**src/rtl/encoder_stream_arbiter.sv**
```systemverilog
// encoder_stream_arbiter
// Packet-granular round-robin arbiter sharing one payload encoder between NUM_SRC
// AXI-Stream sources. Whole packets (first beat through tlast) are forwarded from the
// granted source through a registered main/skid output stage.
// Optional build macro: ENCODER_STREAM_ARB_SRC_TAG_EN -- when defined, m_axis_tuser carries
// the granted source index instead of the source's own tuser.
module encoder_stream_arbiter #(
  parameter int unsigned NUM_SRC = 4,
  parameter int unsigned IDX_W   = 2
) (
  input  logic                  clk_in,
  input  logic                  rst_in,
  input  logic [NUM_SRC*64-1:0] s_axis_tdata,
  input  logic [NUM_SRC*8-1:0]  s_axis_tkeep,
  input  logic [NUM_SRC*8-1:0]  s_axis_tuser,
  input  logic [NUM_SRC*8-1:0]  s_axis_tdest,
  input  logic [NUM_SRC-1:0]    s_axis_tlast,
  input  logic [NUM_SRC-1:0]    s_axis_tvalid,
  output logic [NUM_SRC-1:0]    s_axis_tready,
  input  logic [NUM_SRC-1:0]    src_en,
  output logic [63:0]           m_axis_tdata,
  output logic [7:0]            m_axis_tkeep,
  output logic [7:0]            m_axis_tuser,
  output logic [7:0]            m_axis_tdest,
  output logic                  m_axis_tlast,
  output logic                  m_axis_tvalid,
  input  logic                  m_axis_tready,
  output logic [IDX_W-1:0]      grant_idx,
  output logic                  busy
);

  // Packed beat: {tdata, tkeep, tuser, tdest, tlast}
  localparam int unsigned BeatW = 64 + 8 + 8 + 8 + 1;

  typedef enum logic [0:0] {StIdle, StBusy} state_e;

  state_e           state_q, state_d;
  logic [IDX_W-1:0] grant_q;
  logic [IDX_W-1:0] pick;
  logic             any_req;
  logic [NUM_SRC-1:0] req;

  logic [63:0] sel_tdata;
  logic [7:0]  sel_tkeep;
  logic [7:0]  sel_tuser;
  logic [7:0]  sel_tdest;
  logic        sel_tlast;
  logic        sel_tvalid;
  logic [7:0]  in_user;
  logic [BeatW-1:0] in_beat;
  logic        accept;

  logic [BeatW-1:0] main_q;
  logic [BeatW-1:0] skid_q;
  logic             main_valid_q;
  logic             skid_full_q;

  assign req = s_axis_tvalid & src_en;

  // Round-robin search upward from the source after the last grant, wrapping.
  always_comb begin
    int unsigned cand;
    cand    = 0;
    pick    = grant_q;
    any_req = 1'b0;
    for (int unsigned k = 1; k <= NUM_SRC; k++) begin
      cand = (int'(grant_q) + k) % NUM_SRC;
      if (!any_req && req[cand]) begin
        any_req = 1'b1;
        pick    = IDX_W'(cand);
      end
    end
  end

  // Steer the granted source's beat fields.
  always_comb begin
    sel_tdata  = '0;
    sel_tkeep  = '0;
    sel_tuser  = '0;
    sel_tdest  = '0;
    sel_tlast  = 1'b0;
    sel_tvalid = 1'b0;
    for (int unsigned i = 0; i < NUM_SRC; i++) begin
      if (grant_q == IDX_W'(i)) begin
        sel_tdata  = s_axis_tdata[i*64 +: 64];
        sel_tkeep  = s_axis_tkeep[i*8 +: 8];
        sel_tuser  = s_axis_tuser[i*8 +: 8];
        sel_tdest  = s_axis_tdest[i*8 +: 8];
        sel_tlast  = s_axis_tlast[i];
        sel_tvalid = s_axis_tvalid[i];
      end
    end
  end

`ifdef ENCODER_STREAM_ARB_SRC_TAG_EN
  // Tag beats with their originating source so the encoder header can identify it.
  assign in_user = 8'(grant_q);
`else
  assign in_user = sel_tuser;
`endif

  assign in_beat = {sel_tdata, sel_tkeep, in_user, sel_tdest, sel_tlast};

  // Ready is gated only by registered state, so accept needs no combinational path from
  // m_axis_tready.
  assign accept = (state_q == StBusy) && sel_tvalid && !skid_full_q;

  // FSM state register.
  always_ff @(posedge clk_in or posedge rst_in) begin
    if (rst_in) state_q <= StIdle;
    else        state_q <= state_d;
  end

  // FSM next state: grant on any request, release after the tlast beat is taken.
  always_comb begin
    state_d = state_q;
    unique case (state_q)
      StIdle:  if (any_req) state_d = StBusy;
      StBusy:  if (accept && sel_tlast) state_d = StIdle;
      default: state_d = StIdle;
    endcase
  end

  // FSM outputs: only the granted source ever sees ready.
  always_comb begin
    s_axis_tready = '0;
    if (state_q == StBusy && !skid_full_q) s_axis_tready[grant_q] = 1'b1;
    busy = (state_q == StBusy);
  end

  // Grant register; reset value makes source 0 the first winner.
  always_ff @(posedge clk_in or posedge rst_in) begin
    if (rst_in) begin
      grant_q <= IDX_W'(NUM_SRC - 1);
    end else if (state_q == StIdle && any_req) begin
      grant_q <= pick;
    end
  end

  // Two-entry output stage: main drives m_axis, skid absorbs one beat while main stalls.
  always_ff @(posedge clk_in or posedge rst_in) begin
    if (rst_in) begin
      main_q       <= '0;
      skid_q       <= '0;
      main_valid_q <= 1'b0;
      skid_full_q  <= 1'b0;
    end else if (!main_valid_q || m_axis_tready) begin
      if (skid_full_q) begin
        main_q       <= skid_q;
        main_valid_q <= 1'b1;
        if (accept) skid_q <= in_beat;
        skid_full_q  <= accept;
      end else begin
        if (accept) main_q <= in_beat;
        main_valid_q <= accept;
      end
    end else if (accept) begin
      skid_q      <= in_beat;
      skid_full_q <= 1'b1;
    end
  end

  assign {m_axis_tdata, m_axis_tkeep, m_axis_tuser, m_axis_tdest, m_axis_tlast} = main_q;
  assign m_axis_tvalid = main_valid_q;
  assign grant_idx     = grant_q;

endmodule

```
**config.mk**
```make
export PLATFORM = sky130hd
export DESIGN_NAME = encoder_stream_arbiter
export DESIGN_NICKNAME = d
export VERILOG_FILES = /design/src/rtl/encoder_stream_arbiter.sv
export SDC_FILE = /design/constraint.sdc
export NUM_CORES = 1
export LEC_CHECK = 0
export ABC_AREA = 1
export BUFFER_PORTS_ARGS = -buffer_cell sky130_fd_sc_hd__buf_2
export CAP_MARGIN = 20
export CORE_AREA = 2 2 179 181
export DETAILED_ROUTE_END_ITERATION = 10
export DIE_AREA = 0 0 181 183
export GPL_ROUTABILITY_DRIVEN = 0
export SETUP_SLACK_MARGIN = 0.05
export SLEW_MARGIN = 20
export SYNTH_ARGS = -nofsm -noshare
export SYNTH_HDL_FRONTEND = slang
export SYNTH_SLANG_ARGS = --single-unit
```
**constraint.sdc**
```tcl
create_clock -name clk_in -period 13.9 [get_ports clk_in]
set_input_delay 0.695 -clock clk_in [delete_from_list [all_inputs] [get_ports clk_in]]
set_output_delay 0.695 -clock clk_in [all_outputs]
set_load 0.005 [all_outputs]
```
==> metrics.txt <==
leftover overflow at the end of global routing 0; transition at the pin with the smallest max-transition slack about 1.1 ns; peak ir drop on the vdd network 205 uV; fin. max-slew vios 0; Starting Density a little under two fifths; post-synthesis cell type with the largest combined area sky130_fd_sc_hd__dfrtp_1; number of core rows 65; grt met2 use 43.6%; Reg-to-Reg Start grant_idx[1]; arrival time of the worst setup path ~3.5 ns; yosys synthesis warning count 0; Die Area 33,100 um2; later-pin clock latency in the skew report 0.44 ns; CTS tree built; post-route insts no fill 2,502; Netlist Area Pre-Place between 10,000 and 15,000 um2; grt peak-use layer met2; maximum net fanout on the critical path 83; largest cells by area after synthesis sky130_fd_sc_hd__dfrtp_1 39%, sky130_fd_sc_hd__nand2_1 25%, sky130_fd_sc_hd__nand3_1 8.5%, sky130_fd_sc_hd__a21oi_1 5.0%, sky130_fd_sc_hd__or2_2 4.8%; Top delay family on crit path buffers and inverters; post-route minimum period 4.19 ns; max-cap violations 0; share of the cycle needed by the critical path after routing 30.1%; ratio of total power to cell area 247 nW/um2; sequential fraction of design power ~26%; total internal power ~0.0018 W; number of top-level pins 464; most instantiated library cell after synthesis sky130_fd_sc_hd__nand2_1; Hold Vio Cnt, Final 0; number of detailed-route iterations in the first pass 5; violation count after the first detailed-routing iteration 822; setup skew after layout 0.0149 ns; fraction of power spent switching nets 50.6%; number of enable flip-flop cells after synthesis 0; Multi-input gate area 6350 um2; Leak Pwr between 8 and 9 nW; buffer levels on the longest clock path 2; Max H-tree Level 4; buffer count from post-CTS setup fixing 0; launching instance or port of the critical path grant_idx[1]; number of buffers inserted during clock tree synthesis 17; first-pass GRT wire length about 67 mm; Post-CTS Resized 0; cell count after synthesis between 1,500 and 2,000; synthesized net count 2,089; final routed wire length divided by cell count ~17 um; maximum clock frequency roughly 0.24 GHz; required time at the worst-slack endpoint approximately 13 ns; Storage cell area 4590 um2; # port buffers 463; GRT met3 Usage 5.04%; detailed placement HPWL slightly below 30 mm; Layout Utilization 46.5%; Hold Path Class primary input to async pin; Worst setup EP type output port; class of the most critical setup path register to output port; number of setup violations in the final report 0; number of placed instances with taps included roughly 2,500; crit path cell chain inv_1, ha_2, inv_4, buf_4, nor2_1, buf_2; Total Routed Length between 40 and 50 mm; clock sinks 183; M1 GR Usage 32.8%; Horiz. Die Dim 181 um; GRT Util Overall 26.0%; result of the run complete, no violations; mean cell area of the mapped netlist 6.69 um2; net count of the finished layout 2,451; asr flop ratio synth 100%; root buffer selected by CTS sky130_fd_sc_hd__clkbuf_16; filler instances 3,268; count of antenna-violating nets left after detailed routing 0; Post-CTS Hold Buffers 0; most numerous cell types in the synthesized netlist 769 x sky130_fd_sc_hd__nand2_1, 194 x sky130_fd_sc_hd__nand3_1, 181 x sky130_fd_sc_hd__dfrtp_1; Distinct cells, synth 20; largest stage delay on the critical path 0.71 ns; vertical extent of the die 183 um; core box area 31,200 um2; Critical path buffers and inverters 4; Layout Area Growth over Synthesis 26.4%; DRC violation count after routing 0; number of synthesized register bits roughly 180; fraction of final layout cells with drive strength greater than 1 29.3%; post-synthesis sequential area ratio 39.9%; DR vias/cell ~5.1; total non-filler cell area in the finished layout 14,500 um2; switching power 0.00181 W; fraction of power consumed by combinational cells about 60%; fraction of power consumed by the clock network 13.6%; total number of vias between 10,000 and 15,000; max-slew headroom at the worst pin between 20% and 30%; slowest stage cell on the critical path sky130_fd_sc_hd__buf_4; number of global-route vias before repair 12,200; final total negative setup slack 0 ns; Setup crit start kind register; antenna violations before repair 9; maximum number of pins on one net before global-route repair 115; most used flip-flop cell after synthesis sky130_fd_sc_hd__dfrtp_1; post-synth top area share just under 40%; RSZ-0062 raised after global routing no; Placement Cell Area 13,900 um2; clk slew on worst S/H paths 0.07 ns
metrics by stage:
| stage | total power, W | hold WS, ns | setup slack (ns) |
|---|---|---|---|
| 6_report | 0.00358 | 0.366 | 9.71 |
| 3_3_place_gp | 0.00309 | 0.450 | 10.01 |
| 2_1_floorplan | 0.00244 | 0.453 | 8.24 |
| 3_5_place_dp | 0.00312 | 0.453 | 9.97 |
| 5_1_grt | 0.00396 | 0.463 | 9.51 |
| 4_1_cts | 0.00362 | 0.440 | 9.70 |
routing by layer:
| layer | part of all wire [%] | vias up |
|---|---|---|
| li1 | - | 6385 |
| met4 | 3.8 | 6 |
| met5 | 0.096 | - |
| met1 | 43 | 5782 |
| met3 | 6.3 | 87 |
| met2 | 47 | 502 |
registers in the layout, summed over array words and instances (netlist names):
register,cells
main_q,89
skid_q,89
grant_idx,2
busy,1
m_axis_tvalid,1
skid_full_q,1
power by group through the flow:
stage	Sequential (W)	Combinational, W	Clock [W]
6_report	0.000927	0.00217	0.000488
5_1_grt	0.000955	0.00249	0.000518
4_1_cts	0.000926	0.00219	0.000497
3_5_place_dp	0.000932	0.00219	0
3_3_place_gp	0.000928	0.00216	0
2_1_floorplan	0.000901	0.00154	0
cell type report:
| class | count | share of cell area, % |
|---|---|---|
| multi-input cells | 1387 | 43.7 |
| flip-flops and latches | 183 | 31.6 |
| repair buffers | 477 | 16.7 |
| well taps | 402 | 3.46 |
| clock buffers | 20 | 3.15 |
| clock inverters | 12 | 0.802 |
| inverters | 14 | 0.465 |
| diodes | 7 | 0.121 |
worst paths after layout:
check | end | slack [ns] | depth (start not counted)
setup / recovery | s_axis_tready[1] | 9.71 | 6
setup reg to reg | main_q[47] | 9.87 | 11
min in group clk_in | main_q[41] | 0.47 | 2
hold reg to reg | main_q[41] | 0.47 | 2
max in group asynchronous | skid_full_q | 11.90 | 3
hold / removal | main_q[38] | 0.37 | 2
placed cells by master (no fill, tap or decap):
master	netlist	layout
sky130_fd_sc_hd__nand2_1	769	768
sky130_fd_sc_hd__buf_2	45	463
sky130_fd_sc_hd__nand3_1	194	194
sky130_fd_sc_hd__dfrtp_1	181	180
sky130_fd_sc_hd__a21oi_1	114	114
sky130_fd_sc_hd__or2_2	89	89
sky130_fd_sc_hd__o21ai_1	82	82
sky130_fd_sc_hd__o211ai_1	66	66
sky130_fd_sc_hd__o21ai_0	57	57
sky130_fd_sc_hd__clkbuf_16	0	17
sky130_fd_sc_hd__buf_4	2	14
sky130_fd_sc_hd__nor2_1	9	9
sky130_fd_sc_hd__inv_1	11	8
sky130_fd_sc_hd__diode_2	0	7
sky130_fd_sc_hd__inv_6	0	5
sky130_fd_sc_hd__clkinv_2	0	4
sky130_fd_sc_hd__ha_4	0	3
sky130_fd_sc_hd__inv_4	0	2
sky130_fd_sc_hd__nand2_4	0	2
sky130_fd_sc_hd__clkinv_4	0	2
sky130_fd_sc_hd__clkbuf_8	0	2
sky130_fd_sc_hd__clkinvlp_4	0	2
sky130_fd_sc_hd__dfstp_2	2	2
sky130_fd_sc_hd__inv_2	3	1
sky130_fd_sc_hd__o21ai_2	1	1
sky130_fd_sc_hd__nand4_4	0	1
sky130_fd_sc_hd__inv_8	0	1
sky130_fd_sc_hd__ha_2	0	1
sky130_fd_sc_hd__bufinv_16	0	1
sky130_fd_sc_hd__clkbuf_1	82	1
sky130_fd_sc_hd__dfrtp_4	0	1
logic make-up after synthesis:
kind of cell,after synthesis,synth area share [%]
simple gates,1063,38.9
flops,183,39.9
buf+inv,148,5.39
fa+ha+maj,4,0.436
compound gates,320,15.4
(Power assumes the default switching activity.)
